`config.mk`:
```
export PLATFORM = sky130hd
export DESIGN_NAME = am2901_slice
export DESIGN_NICKNAME = d
export VERILOG_FILES = /design/src/rtl/am2901_pkg.sv /design/src/rtl/am2901_alu_core.sv /design/src/rtl/am2901_slice.sv
export SDC_FILE = /design/constraint.sdc
export NUM_CORES = 1
export LEC_CHECK = 0
export CAP_MARGIN = 20
export CORE_AREA = 2 2 87 97
export CTS_CLUSTER_DIAMETER = 100
export CTS_CLUSTER_SIZE = 16
export DETAILED_ROUTE_END_ITERATION = 16
export DIE_AREA = 0 0 89 99
export GPL_ROUTABILITY_DRIVEN = 0
export PLACE_DENSITY = 0.85
export SLEW_MARGIN = 15
export SYNTH_ARGS = -nofsm -noshare
export SYNTH_HDL_FRONTEND = slang
export SYNTH_SLANG_ARGS = --single-unit
```
`constraint.sdc`:
```
create_clock -name clock -period 14.7 [get_ports clock]
set_input_delay 2.94 -clock clock [delete_from_list [all_inputs] [get_ports clock]]
set_output_delay 2.94 -clock clock [all_outputs]
set_load 0.05 [all_outputs]
```
`src/rtl/am2901_pkg.sv`:
```
// Shared encodings and sizes for the am2901 bit-slice ALU.
package am2901_pkg;

  localparam int unsigned SLICE_W   = 4;
  localparam int unsigned ADDR_W    = 4;
  localparam int unsigned RAM_DEPTH = 16;

  // Source operand pairs (R,S), microcode field I[2:0]
  localparam logic [2:0] SRC_AQ = 3'd0;
  localparam logic [2:0] SRC_AB = 3'd1;
  localparam logic [2:0] SRC_ZQ = 3'd2;
  localparam logic [2:0] SRC_ZB = 3'd3;
  localparam logic [2:0] SRC_ZA = 3'd4;
  localparam logic [2:0] SRC_DA = 3'd5;
  localparam logic [2:0] SRC_DQ = 3'd6;
  localparam logic [2:0] SRC_DZ = 3'd7;

  // ALU functions, microcode field I[5:3]
  localparam logic [2:0] FN_ADD   = 3'd0;
  localparam logic [2:0] FN_SUBR  = 3'd1;
  localparam logic [2:0] FN_SUBS  = 3'd2;
  localparam logic [2:0] FN_OR    = 3'd3;
  localparam logic [2:0] FN_AND   = 3'd4;
  localparam logic [2:0] FN_NOTRS = 3'd5;
  localparam logic [2:0] FN_EXOR  = 3'd6;
  localparam logic [2:0] FN_EXNOR = 3'd7;

  // Destination control, microcode field I[8:6]
  localparam logic [2:0] DST_QREG  = 3'd0;
  localparam logic [2:0] DST_NOP   = 3'd1;
  localparam logic [2:0] DST_RAMA  = 3'd2;
  localparam logic [2:0] DST_RAMF  = 3'd3;
  localparam logic [2:0] DST_RAMQD = 3'd4;
  localparam logic [2:0] DST_RAMD  = 3'd5;
  localparam logic [2:0] DST_RAMQU = 3'd6;
  localparam logic [2:0] DST_RAMU  = 3'd7;

  function automatic logic is_arith_fn(input logic [2:0] fn);
    return (fn == FN_ADD) || (fn == FN_SUBR) || (fn == FN_SUBS);
  endfunction

endpackage

```
`src/rtl/am2901_alu_core.sv`:
```
// Combinational 8-function ALU: (R,S,op,cin) -> F, carry out and signed overflow.
module am2901_alu_core
  import am2901_pkg::*;
#(
  parameter int unsigned WIDTH = SLICE_W
) (
  input  logic [WIDTH-1:0] r_i,
  input  logic [WIDTH-1:0] s_i,
  input  logic [2:0]       op_i,
  input  logic             cin_i,
  output logic [WIDTH-1:0] f_o,
  output logic             cout_o,
  output logic             ovr_o
);

  localparam int unsigned SUM_W = WIDTH + 1;

  logic [WIDTH-1:0] x;
  logic [WIDTH-1:0] y;
  logic [SUM_W-1:0] sum;
  logic [WIDTH-1:0] low_sum;

  // Subtracts are adds of an inverted operand; low_sum yields the carry into the MSB.
  always_comb begin
    x       = r_i;
    y       = s_i;
    f_o     = '0;
    cout_o  = 1'b0;
    ovr_o   = 1'b0;
    if (op_i == FN_SUBR) x = ~r_i;
    if (op_i == FN_SUBS) y = ~s_i;
    sum     = {1'b0, x} + {1'b0, y} + SUM_W'(cin_i);
    low_sum = {1'b0, x[WIDTH-2:0]} + {1'b0, y[WIDTH-2:0]} + WIDTH'(cin_i);
    if (is_arith_fn(op_i)) begin
      f_o    = sum[WIDTH-1:0];
      cout_o = sum[WIDTH];
      ovr_o  = low_sum[WIDTH-1] ^ sum[WIDTH];
    end else begin
      case (op_i)
        FN_OR:    f_o = r_i | s_i;
        FN_AND:   f_o = r_i & s_i;
        FN_NOTRS: f_o = ~r_i & s_i;
        FN_EXOR:  f_o = r_i ^ s_i;
        default:  f_o = ~(r_i ^ s_i);
      endcase
    end
  end

endmodule

```
`src/rtl/am2901_slice.sv`:
```
// Am2901-style 4-bit ALU slice: 16x4 two-port register file, Q register, source mux,
// ALU and destination/shift control. Define AM2901_SHIFT_IO_EN for shift chaining ports.
module am2901_slice
  import am2901_pkg::*;
#(
  parameter int unsigned WIDTH = SLICE_W
) (
  input  logic              clock,
  input  logic              reset,
  input  logic [WIDTH-1:0]  din,
  input  logic [ADDR_W-1:0] a,
  input  logic [ADDR_W-1:0] b,
  input  logic [2:0]        src,
  input  logic [2:0]        op,
  input  logic [2:0]        dest,
  input  logic              cin,
  output logic [WIDTH-1:0]  yout,
  output logic              cout,
  output logic              f0,
  output logic              f3,
  output logic              ovr
`ifdef AM2901_SHIFT_IO_EN
  ,
  input  logic              ram0_in,
  input  logic              ram3_in,
  input  logic              q0_in,
  input  logic              q3_in,
  output logic              ram0_out,
  output logic              ram3_out,
  output logic              q0_out,
  output logic              q3_out
`endif
);

  logic [WIDTH-1:0] ram_q [RAM_DEPTH];
  logic [WIDTH-1:0] q_q;
  logic [WIDTH-1:0] q_d;
  logic [WIDTH-1:0] a_data;
  logic [WIDTH-1:0] b_data;
  logic [WIDTH-1:0] r_op;
  logic [WIDTH-1:0] s_op;
  logic [WIDTH-1:0] f;
  logic [WIDTH-1:0] ram_wdata;
  logic             ram_we;
  logic             sh_ram0;
  logic             sh_ram3;
  logic             sh_q0;
  logic             sh_q3;

`ifdef AM2901_SHIFT_IO_EN
  assign sh_ram0 = ram0_in;
  assign sh_ram3 = ram3_in;
  assign sh_q0   = q0_in;
  assign sh_q3   = q3_in;

  // Shifted-out bits are only driven while a shift destination is selected.
  always_comb begin
    ram0_out = 1'b0;
    ram3_out = 1'b0;
    q0_out   = 1'b0;
    q3_out   = 1'b0;
    if (dest == DST_RAMQD || dest == DST_RAMD) begin
      ram0_out = f[0];
      q0_out   = q_q[0];
    end else if (dest == DST_RAMQU || dest == DST_RAMU) begin
      ram3_out = f[WIDTH-1];
      q3_out   = q_q[WIDTH-1];
    end
  end
`else
  assign sh_ram0 = 1'b0;
  assign sh_ram3 = 1'b0;
  assign sh_q0   = 1'b0;
  assign sh_q3   = 1'b0;
`endif

  assign a_data = ram_q[a];
  assign b_data = ram_q[b];

  always_comb begin
    r_op = '0;
    s_op = '0;
    case (src)
      SRC_AQ: begin r_op = a_data; s_op = q_q;    end
      SRC_AB: begin r_op = a_data; s_op = b_data; end
      SRC_ZQ: s_op = q_q;
      SRC_ZB: s_op = b_data;
      SRC_ZA: s_op = a_data;
      SRC_DA: begin r_op = din;    s_op = a_data; end
      SRC_DQ: begin r_op = din;    s_op = q_q;    end
      default: r_op = din;
    endcase
  end

  am2901_alu_core #(
    .WIDTH (WIDTH)
  ) u_alu (
    .r_i    (r_op),
    .s_i    (s_op),
    .op_i   (op),
    .cin_i  (cin),
    .f_o    (f),
    .cout_o (cout),
    .ovr_o  (ovr)
  );

  assign f0 = (f == '0);
  assign f3 = f[WIDTH-1];

  // Destination decode: write enables, shifted write data and Y selection.
  always_comb begin
    q_d       = q_q;
    ram_we    = 1'b0;
    ram_wdata = f;
    yout      = f;
    case (dest)
      DST_QREG: q_d = f;
      DST_NOP:  ;
      DST_RAMA: begin ram_we = 1'b1; yout = a_data; end
      DST_RAMF: ram_we = 1'b1;
      DST_RAMQD: begin
        ram_we    = 1'b1;
        ram_wdata = {sh_ram3, f[WIDTH-1:1]};
        q_d       = {sh_q3, q_q[WIDTH-1:1]};
      end
      DST_RAMD: begin
        ram_we    = 1'b1;
        ram_wdata = {sh_ram3, f[WIDTH-1:1]};
      end
      DST_RAMQU: begin
        ram_we    = 1'b1;
        ram_wdata = {f[WIDTH-2:0], sh_ram0};
        q_d       = {q_q[WIDTH-2:0], sh_q0};
      end
      default: begin
        ram_we    = 1'b1;
        ram_wdata = {f[WIDTH-2:0], sh_ram0};
      end
    endcase
  end

  always_ff @(posedge clock or posedge reset) begin
    if (reset) begin
      for (int i = 0; i < int'(RAM_DEPTH); i++) ram_q[i] <= '0;
      q_q <= '0;
    end else begin
      q_q <= q_d;
      if (ram_we) ram_q[b] <= ram_wdata;
    end
  end

endmodule

```
==> reports/qor.csv, run 1 <==
metric;value;unit
htree_num_levels;3;
yosys_register_bits;68;
crit_path_end_kind;output pin;
stdcell_count;584;
mostFrequentLayoutCells;mux2_2 (71), dfrtp_1 (68), nand2_1 (31), nor2_1 (31), clkdlybuf4s50_1 (31);
r2r_cells;14;
combPwrFrac;41.2;%
worst_clock_skew;0.00420;ns
crit_required;11.76;ns
p_clk_share;20.4;%
std_cell_rows;34;
wl_per_cell;23.2;um
cellLeakagePower;2.28;nW
yosysSeqAreaShare;34.2;%
min_path_cells;1;
die_area;8810;um2
drt_wl_total;13.6;mm
ir_worst_vdd;0.121;mV
reg2reg_slack;10.48;ns
dp_slack;3.41;ns
grt_pass1_vias;4030;
nNetsFinal;504;
drive_gt1_share;26.3;%
syn_area;4980;um2
hp-class;flip-flop to flip-flop;
worstReg2RegStart;ram_q[1]$_DFFE_PP0P_;
dieWidth;89;um
hold_viol_final;0;
syn_nets;484;
status;finished clean;
worstPathArrival;8.29;ns
syn_avg_cell_area;11.0;um2
synth_edf_count;0;
clockRootBuffer;clkbuf_8;
slew_headroom;27.6;%
syn-instance-count;451;
timing.rr.end;ram_q[31]$_DFFE_PP0P_;
path_clk_slew;0.08;ns
period_minus_slack;11.23;ns
crit_fanout;17;
timing.setup.tns;0;ns
max_freq;89.1;MHz
fin_crit_sh;76.4;%
netSwitchingPower;0.317;mW
setup_viol;0;
grt_setup_unrepaired;false;
path_class;primary input to output pin;
placed_cells;567;
hpwl;9.90;mm
internal_power;0.528;mW
power_density;153;nW/um2
async_flop_share;100;%
vias_per_cell;6.89;
clk_path_buf_depth;2;
diodes;0;
p_seq_share;38.5;%
cap_violations;0;
drt_iter0_markers;488;
cts_inserted_buffers;9;
grt.total_usage;32.2;%
syn_to_final_growth;11.0;%
clock-sinks;68;
port_buffers;31;
layout_setup_ws;3.47;ns
holdPathEnd;ram_q[10]$_DFFE_PP0P_;
utilization;70.7;%
grt-ovfl-total;0;
ant_nets;0;
ys_warn_count;0;
antenna_found_initial;0;
ctsHoldBuffers;0;
cp-start-kind;primary input;
cts_setup_buffers;0;
grt_max_degree;69;
mostFrequentLayoutCell;mux2_2;
die_y;99;um
route.detailed.drc;0;
power_switching_share;37.6;%
synth_cell_type_count;68;
grt_first_pass_wirelength;21.3;mm
dr.pass1.iters;5;
cts_tree;done;
slew_violations;0;
tightest_slew;1.08;ns
start_util;63.7;%
vias;4026;
worstHoldStart;ram_q[10]$_DFFE_PP0P_;
synthFlopType;dfrtp_1;
core;7830;um2
insertion_delay;0.35;ns
pin_count;32;
cts_resized;0;
worst max-delay path by stage:
| stage | slack (ns) | start | depth (start not counted) | end |
|---|---|---|---|---|
| after floorplan | 4.06 | b[0] | 16 | f0 |
| after global routing | 3.20 | a[2] | 16 | f0 |
| after detailed placement | 3.41 | a[0] | 16 | f0 |
| final | 3.47 | a[2] | 16 | f0 |
| after global placement | 3.66 | a[0] | 16 | f0 |
| after CTS | 3.38 | a[0] | 16 | f0 |
synth_stat cells, drive strengths merged (3+ instances only):
library cell | n | area, um2
nand2 | 31 | 116
o21ai | 13 | 68.8
buf | 18 | 124
nor2b | 5 | 31.3
clkbuf | 7 | 26.3
a211oi | 8 | 70.1
nor3 | 7 | 35.0
mux2 | 76 | 856
inv | 12 | 45.0
nor4b | 6 | 52.6
and2 | 5 | 31.3
a221o | 3 | 30.0
mux2i | 20 | 200
o211ai | 3 | 22.5
nor2 | 31 | 116
o22ai | 9 | 62.6
a22o | 3 | 26.3
mux4 | 21 | 477
a21o | 4 | 30.0
nand3 | 6 | 30.0
xor2 | 5 | 43.8
nand4 | 3 | 18.8
nand2b | 6 | 37.5
nand3b | 4 | 30.0
a22oi | 6 | 50.1
a21oi | 21 | 105
xnor2 | 9 | 78.8
ha | 7 | 87.6
dfrtp | 68 | 1700
state kept, by name (all words and copies together), names as in the netlist:
signal	cells
q_q	4
ram_q	64
routing by layer:
layer / wire length (um) / up-vias / global-route usage, % / part of all wire, %
met5: 0 / - / 0 / 0
li1: - / 1746 / - / -
met3: 1070 / 69 / 5.86 / 7.9
met1: 5300 / 1940 / 42.5 / 39
met4: 774 / 0 / 17.9 / 5.7
met2: 6430 / 271 / 49.9 / 47
final cells by class:
class | count | area, um2
inverter | 12 | 45.0
fill | 570 | 2300
tap | 108 | 135
clock buffer | 9 | 124
clock inverter | 7 | 98.8
sequential | 68 | 1700
multi-input combinational | 346 | 3090
timing repair buffer | 34 | 340
power by group through the flow:
stage                     sequential, mW  combinational (mW)  clock (mW)
after floorplan                    0.294               0.272           0
after global placement             0.318               0.325           0
after detailed placement           0.323               0.338           0
after CTS                          0.319               0.341       0.175
after global routing               0.330               0.370       0.183
final                              0.325               0.348       0.172
cells by family after synthesis:
| logic type | Yosys count | share of synthesized area [%] |
|---|---|---|
| AND/OR/NAND/NOR | 118 | 12.4 |
| multiplexers | 117 | 30.8 |
| AO/OA/AOI/OAI | 88 | 13.7 |
| flip-flops | 68 | 34.2 |
| buffers and inverters | 37 | 3.92 |
| XOR/XNOR | 14 | 2.46 |
| adder cells (fa/ha/maj) | 9 | 2.56 |
per-stage QoR:
stage	total power [mW]	hold slack, ns	area, um2
global route	0.883	0.549	5530
detailed placement	0.661	0.510	5290
finish	0.845	0.529	5530
floorplan	0.567	0.488	4980
global placement	0.643	0.507	5290
CTS	0.836	0.528	5520
worst max-delay path, cell delays in order:
cell             delay [ns]
clkdlybuf4s50_1        1.04
nand2_1                0.32
o221ai_1               0.40
nand2_1                0.17
a21o_1                 0.22
a21boi_0               0.33
xnor2_1                0.22
ha_1                   0.30
a21o_1                 0.20
a21oi_1                0.22
xnor2_1                0.17
a22o_1                 0.28
a21oi_1                0.20
inv_1                  0.11
nor4b_1                0.30
clkdlybuf4s50_1        0.87
Note: power is estimated with default switching activity, not from simulation.
==> inputs of run 2 (changes only) <==
- CORE_AREA: 2 2 87 97 -> 2 2 90 101
- DIE_AREA: 0 0 89 99 -> 0 0 92 103
- PLACE_DENSITY: 0.85 -> 0.79
- clock period: 14.7 -> 11.43 ns (I/O delays scaled with it)
==> run 2 against run 1 <==
Effect of this change:
- sequential share of layout area increased by 0.22 points
- critical path type unchanged
- utilization decreased by 6.5 points
- critical path depth unchanged
- sequential cell count unchanged
- global-route usage decreased by 3.2 points
- setup slack got worse by 2.1 ns
- via count decreased by 1.9%
- largest power group unchanged
- combinational power increased by 26%
- first-iteration DRC count decreased by 32%
- clock power increased by 11%
- register-to-register slack got worse by 3.3 ns
==> reports/qor.csv, run 2 (synthesized netlist as in run 1, its figures left out) <==
metric;value;unit
vias;3948;
multi_input_area;3090;um2
slew_headroom;31.1;%
hp-class;flip-flop to flip-flop;
grt_pass1_vias;4007;
power_density;191;nW/um2
path_clk_slew;0.07;ns
core;8560;um2
antenna_found_initial;0;
max_freq;99.2;MHz
crit_path_end_kind;output pin;
worstPathArrival;7.80;ns
grt_first_pass_wirelength;20.9;mm
path_class;primary input to output pin;
largest_reg_flops;64;
clock-sinks;68;
clk_path_buf_depth;2;
worst_clock_skew;0.0150;ns
timing.setup.tns;0;ns
dr.pass1.iters;5;
pin_count;32;
ir_worst_vdd;0.102;mV
start_util;58.2;%
period_minus_slack;10.08;ns
setup_viol;0;
grt-ovfl-total;0;
grt.total_usage;29.0;%
cts_resized;0;
drive_gt1_share;26.1;%
cts_tree;done;
htree_num_levels;3;
drt_iter0_markers;333;
fin_crit_sh;88.2;%
die_y;103;um
reg_top3;ram_q (64), q_q (4);
tightest_slew;1.03;ns
drt_wl_total;12.9;mm
cts_setup_buffers;0;
hold_viol_final;0;
mostFrequentLayoutCells;mux2_2 (71), dfrtp_1 (68), nand2_1 (31), nor2_1 (31), clkdlybuf4s50_1 (31);
slew_violations;0;
crit_required;9.14;ns
wl_per_cell;22.0;um
std_cell_rows;36;
cts_inserted_buffers;9;
route.detailed.drc;0;
syn_to_final_growth;10.2;%
crit_fanout;22;
cap_violations;0;
vias_per_cell;6.70;
utilization;64.2;%
fill_cells;681;
clockRootBuffer;clkbuf_8;
die_area;9480;um2
ctsHoldBuffers;0;
mostFrequentLayoutCell;mux2_2;
nNetsFinal;503;
port_buffers;31;
insertion_delay;0.36;ns
grt_setup_unrepaired;false;
grt_max_degree;69;
cellLeakagePower;2.27;nW
largest_register;ram_q;
reg2reg_slack;7.21;ns
status;finished clean;
seq_area;1700;um2
dieWidth;92;um
diodes;0;
hpwl;9.75;mm
ant_nets;0;
cp-start-kind;primary input;
run 2: cell type report:
type / count / share of cell area, %
Multi-Input combinational cell: 346 / 56.2
Timing Repair Buffer: 33 / 5.92
Clock inverter: 7 / 1.23
Sequential cell: 68 / 31.0
Tap cell: 114 / 2.60
Inverter: 12 / 0.820
Clock buffer: 9 / 2.26
run 2: critical path: stages:
cell and delay, ns:
clkdlybuf4s50_1 1.15, mux2_1 0.41, o221ai_1 0.34, o22ai_2 0.19, a21o_1 0.19, a21boi_0 0.30, xnor2_1 0.22, ha_1 0.30
a21o_1 0.21, a21oi_1 0.23, xnor2_1 0.15, a22o_1 0.27, a21oi_1 0.23, inv_1 0.12, nor4b_1 0.32, clkdlybuf4s50_1 0.87
run 2: routing by layer:
metal | vias up | GRT usage, % | wire, um
li1 | 1743 | - | -
met1 | 1964 | 36.0 | 5290
met2 | 194 | 48.7 | 6310
met3 | 47 | 5.77 | 768
met4 | 0 | 15.0 | 571
met5 | - | 0 | 0
run 2: worst paths after layout:
| path | start | depth (start not counted) | end |
|---|---|---|---|
| setup / recovery | a[0] | 16 | f0 |
| hold / removal | ram_q[11]$_DFFE_PP0P_ | 1 | ram_q[11]$_DFFE_PP0P_ |
| setup reg to reg | ram_q[1]$_DFFE_PP0P_ | 14 | ram_q[3]$_DFFE_PP0P_ |
| hold reg to reg | ram_q[11]$_DFFE_PP0P_ | 1 | ram_q[11]$_DFFE_PP0P_ |
| max in group asynchronous | reset | 3 | ram_q[45]$_DFFE_PP0P_ |
| min in group asynchronous | reset | 3 | ram_q[19]$_DFFE_PP0P_ |
run 2: where the power goes:
part	leakage, nW	internal (mW)	switching [mW]
Combinational	1.30	0.222	0.216
Clock	0.103	0.0997	0.0917
Sequential	0.866	0.332	0.0852
run 2: per-stage QoR:
| stage | area [um2] | power [mW] | hold slack (ns) | worst slack, ns | std cells |
|---|---|---|---|---|---|
| 2_1_floorplan | 4980 | 0.729 | 0.488 | 2.09 | 451 |
| 3_3_place_gp | 5300 | 0.830 | 0.511 | 1.70 | 573 |
| 3_5_place_dp | 5300 | 0.850 | 0.518 | 1.43 | 573 |
| 4_1_cts | 5490 | 1.04 | 0.531 | 1.41 | 589 |
| 5_1_grt | 5490 | 1.11 | 0.556 | 0.993 | 589 |
| 6_report | 5490 | 1.05 | 0.530 | 1.35 | 589 |
==> inputs of run 3 (changes only) <==
- ABC_AREA: unset -> 1
- CORE_AREA: 2 2 90 101 -> 2 2 91 101
- DIE_AREA: 0 0 92 103 -> 0 0 93 103
- PLACE_DENSITY: 0.79 -> 0.8
- SETUP_SLACK_MARGIN: unset -> 0.02
==> run 3 against run 2 <==
Effect of this change:
- total power down 13%
- combinational power shrank 20%
- global-route usage rose by 2.5 points
- cell count grew 66%
- via count rose by 37%
- register-to-register slack better by 0.95 ns
- design area rose by 2.1%
- fmax up 12%
- die area is 1.1% higher
- worst hold slack got worse by 0.043 ns
- synthesized cell count is 85% higher
==> reports/qor.csv, run 3 <==
metric;value;unit
mostFrequentLayoutCell;nand2_1;
worstReg2RegStart;ram_q[48]$_DFFE_PP0P_;
stdcell_count;975;
dr.pass1.iters;5;
drt_iter0_markers;494;
reg_top3;ram_q (64), q_q (4);
syn_nets;869;
largest_reg_flops;64;
synthFlopType;dfrtp_1;
ctsHoldBuffers;0;
grt.total_usage;31.5;%
synth_edf_count;0;
yosys_register_bits;68;
fin_crit_sh;78.7;%
period_minus_slack;9.00;ns
cts_tree;done;
cts_resized;0;
syn_to_final_growth;9.83;%
p_total;0.911;mW
slew_violations;0;
drt_wl_total;14.3;mm
worst_clock_skew;0.0110;ns
utilization;64.8;%
core;8650;um2
hp-class;flip-flop to flip-flop;
yosysSeqAreaShare;33.3;%
cts_setup_buffers;0;
ir_worst_vdd;0.0985;mV
max_freq;111;MHz
cts_inserted_buffers;9;
ys_warn_count;0;
hpwl;10.4;mm
setup.worst_path.start;a[1];
path_class;primary input to output pin;
std_cell_rows;36;
dieWidth;93;um
worstHoldStart;ram_q[6]$_DFFE_PP0P_;
route.detailed.drc;0;
ys_top_cells_by_count;nand2_1 (389), inv_1 (120), dfrtp_1 (68), nand3_1 (61), o21ai_0 (44);
status;finished clean;
port_buffers;31;
grt_first_pass_wirelength;23.7;mm
grt-ovfl-total;0;
ant_nets;0;
slew_headroom;42.6;%
fill_cells;813;
seq_area;1700;um2
synth_cell_type_count;25;
worstPathArrival;6.71;ns
timing.setup.tns;0;ns
vias;5406;
syn_avg_cell_area;6.10;um2
cellLeakagePower;3.02;nW
clk_path_buf_depth;2;
clock-sinks;68;
nNetsFinal;889;
crit_required;9.14;ns
yosysTopAreaCell;dfrtp_1;
pin_count;32;
yosys-top-cells-area;dfrtp_1 (33%), nand2_1 (29%), inv_1 (8.8%);
clockRootBuffer;clkbuf_8;
drive_gt1_share;4.65;%
crit_fanout;17;
largest_register;ram_q;
multi_input_area;2750;um2
tightest_slew;0.860;ns
syn-instance-count;836;
wl_per_cell;14.7;um
cap_violations;0;
grt_setup_unrepaired;false;
cp-start-kind;primary input;
vias_per_cell;5.54;
timing.hold.ws;0.487;ns
die_area;9580;um2
placed_cells;959;
path_clk_slew;0.07;ns
antenna_found_initial;0;
diodes;0;
hold_viol_final;0;
async_flop_share;100;%
grt_max_degree;69;
mostFrequentLayoutCells;nand2_1 (389), inv_1 (119), dfrtp_1 (68), nand3_1 (61), o21ai_0 (44);
insertion_delay;0.37;ns
setup_viol;0;
die_y;103;um
crit_path_end_kind;output pin;
power_density;163;nW/um2
grt_pass1_vias;5093;
synth_top_area_share;33.3;%
syn_area;5100;um2
synth_most_common_cell;nand2_1;
htree_num_levels;3;
start_util;59.0;%
## run 3: cell count changes after synthesis, moves of 9 or more
cell and change:
mux4_2 -20, nand3_1 +55, inv_1 +108, nand2_1 +358, buf_2 +9, mux2i_1 -20, o21ai_0 +34, mux2_2 -71
o21ai_1 +14, nand2_2 +9
## run 3: critical path: stages
cell and delay, ns:
clkdlybuf4s50_1 0.95, inv_2 0.32, nand3_1 0.18, nand3_1 0.12, nand3_1 0.09, nand2_1 0.12, nand2_1 0.10, nand3_2 0.10
xnor2_1 0.16, fa_1 0.45, inv_1 0.11, fa_1 0.42, nand2_1 0.09, nand2_2 0.09, inv_1 0.09, nand2_1 0.06
nor3_1 0.13, clkdlybuf4s50_1 0.82
## run 3: final timing paths
| path | to | depth (start not counted) | slack [ns] |
|---|---|---|---|
| min in group asynchronous | ram_q[48]$_DFFE_PP0P_ | 3 | 2.50 |
| max in group asynchronous | ram_q[22]$_DFFE_PP0P_ | 3 | 8.38 |
| min reg2reg | ram_q[6]$_DFFE_PP0P_ | 2 | 0.49 |
| max reg2reg | ram_q[20]$_DFFE_PP0P_ | 18 | 8.16 |
| min | ram_q[6]$_DFFE_PP0P_ | 2 | 0.49 |
| max | f0 | 18 | 2.43 |
## run 3: per-stage QoR
stage | area, um2 | setup WS [ns]
floorplan | 5100 | 3.67
global placement | 5400 | 2.62
detailed placement | 5400 | 2.56
CTS | 5610 | 2.55
global route | 5610 | 2.14
finish | 5610 | 2.43
## run 3: kinds of logic (layout without fill, tap and decap cells)
group / after synthesis / count (layout) / synth area share [%]
DFF: 68 / 68 / 33.3
and+or+nand+nor: 512 / 512 / 40.7
xor gates and xnor gates: 9 / 9 / 1.54
buffers and inverters: 151 / 176 / 12.7
adders and majority gates: 9 / 9 / 2.50
AOI/OAI and AO/OA: 87 / 87 / 9.14
## run 3: layout make-up
| cell class | instances | share of cell area [%] |
|---|---|---|
| Multi-Input combinational cell | 617 | 49.1 |
| Sequential cell | 68 | 30.4 |
| Inverter | 126 | 8.44 |
| Timing Repair Buffer | 34 | 5.94 |
| Clock buffer | 12 | 2.77 |
| Tap cell | 114 | 2.54 |
| Clock inverter | 4 | 0.848 |
## run 3: per-layer routing
metal / global-route usage (%) / vias up / part of all wire [%]
met5: 0 / - / 0
met4: 16.7 / 0 / 4.4
met3: 5.56 / 69 / 7.2
met2: 53.2 / 278 / 47
met1: 38.9 / 2456 / 42
li1: - / 2603 / -
## run 3: power by group
group | switching [mW] | internal [mW] | leakage, nW
clock | 0.0949 | 0.112 | 0.102
combinational | 0.232 | 0.118 | 2.06
sequential | 0.0461 | 0.308 | 0.858
total | 0.373 | 0.538 | 3.02
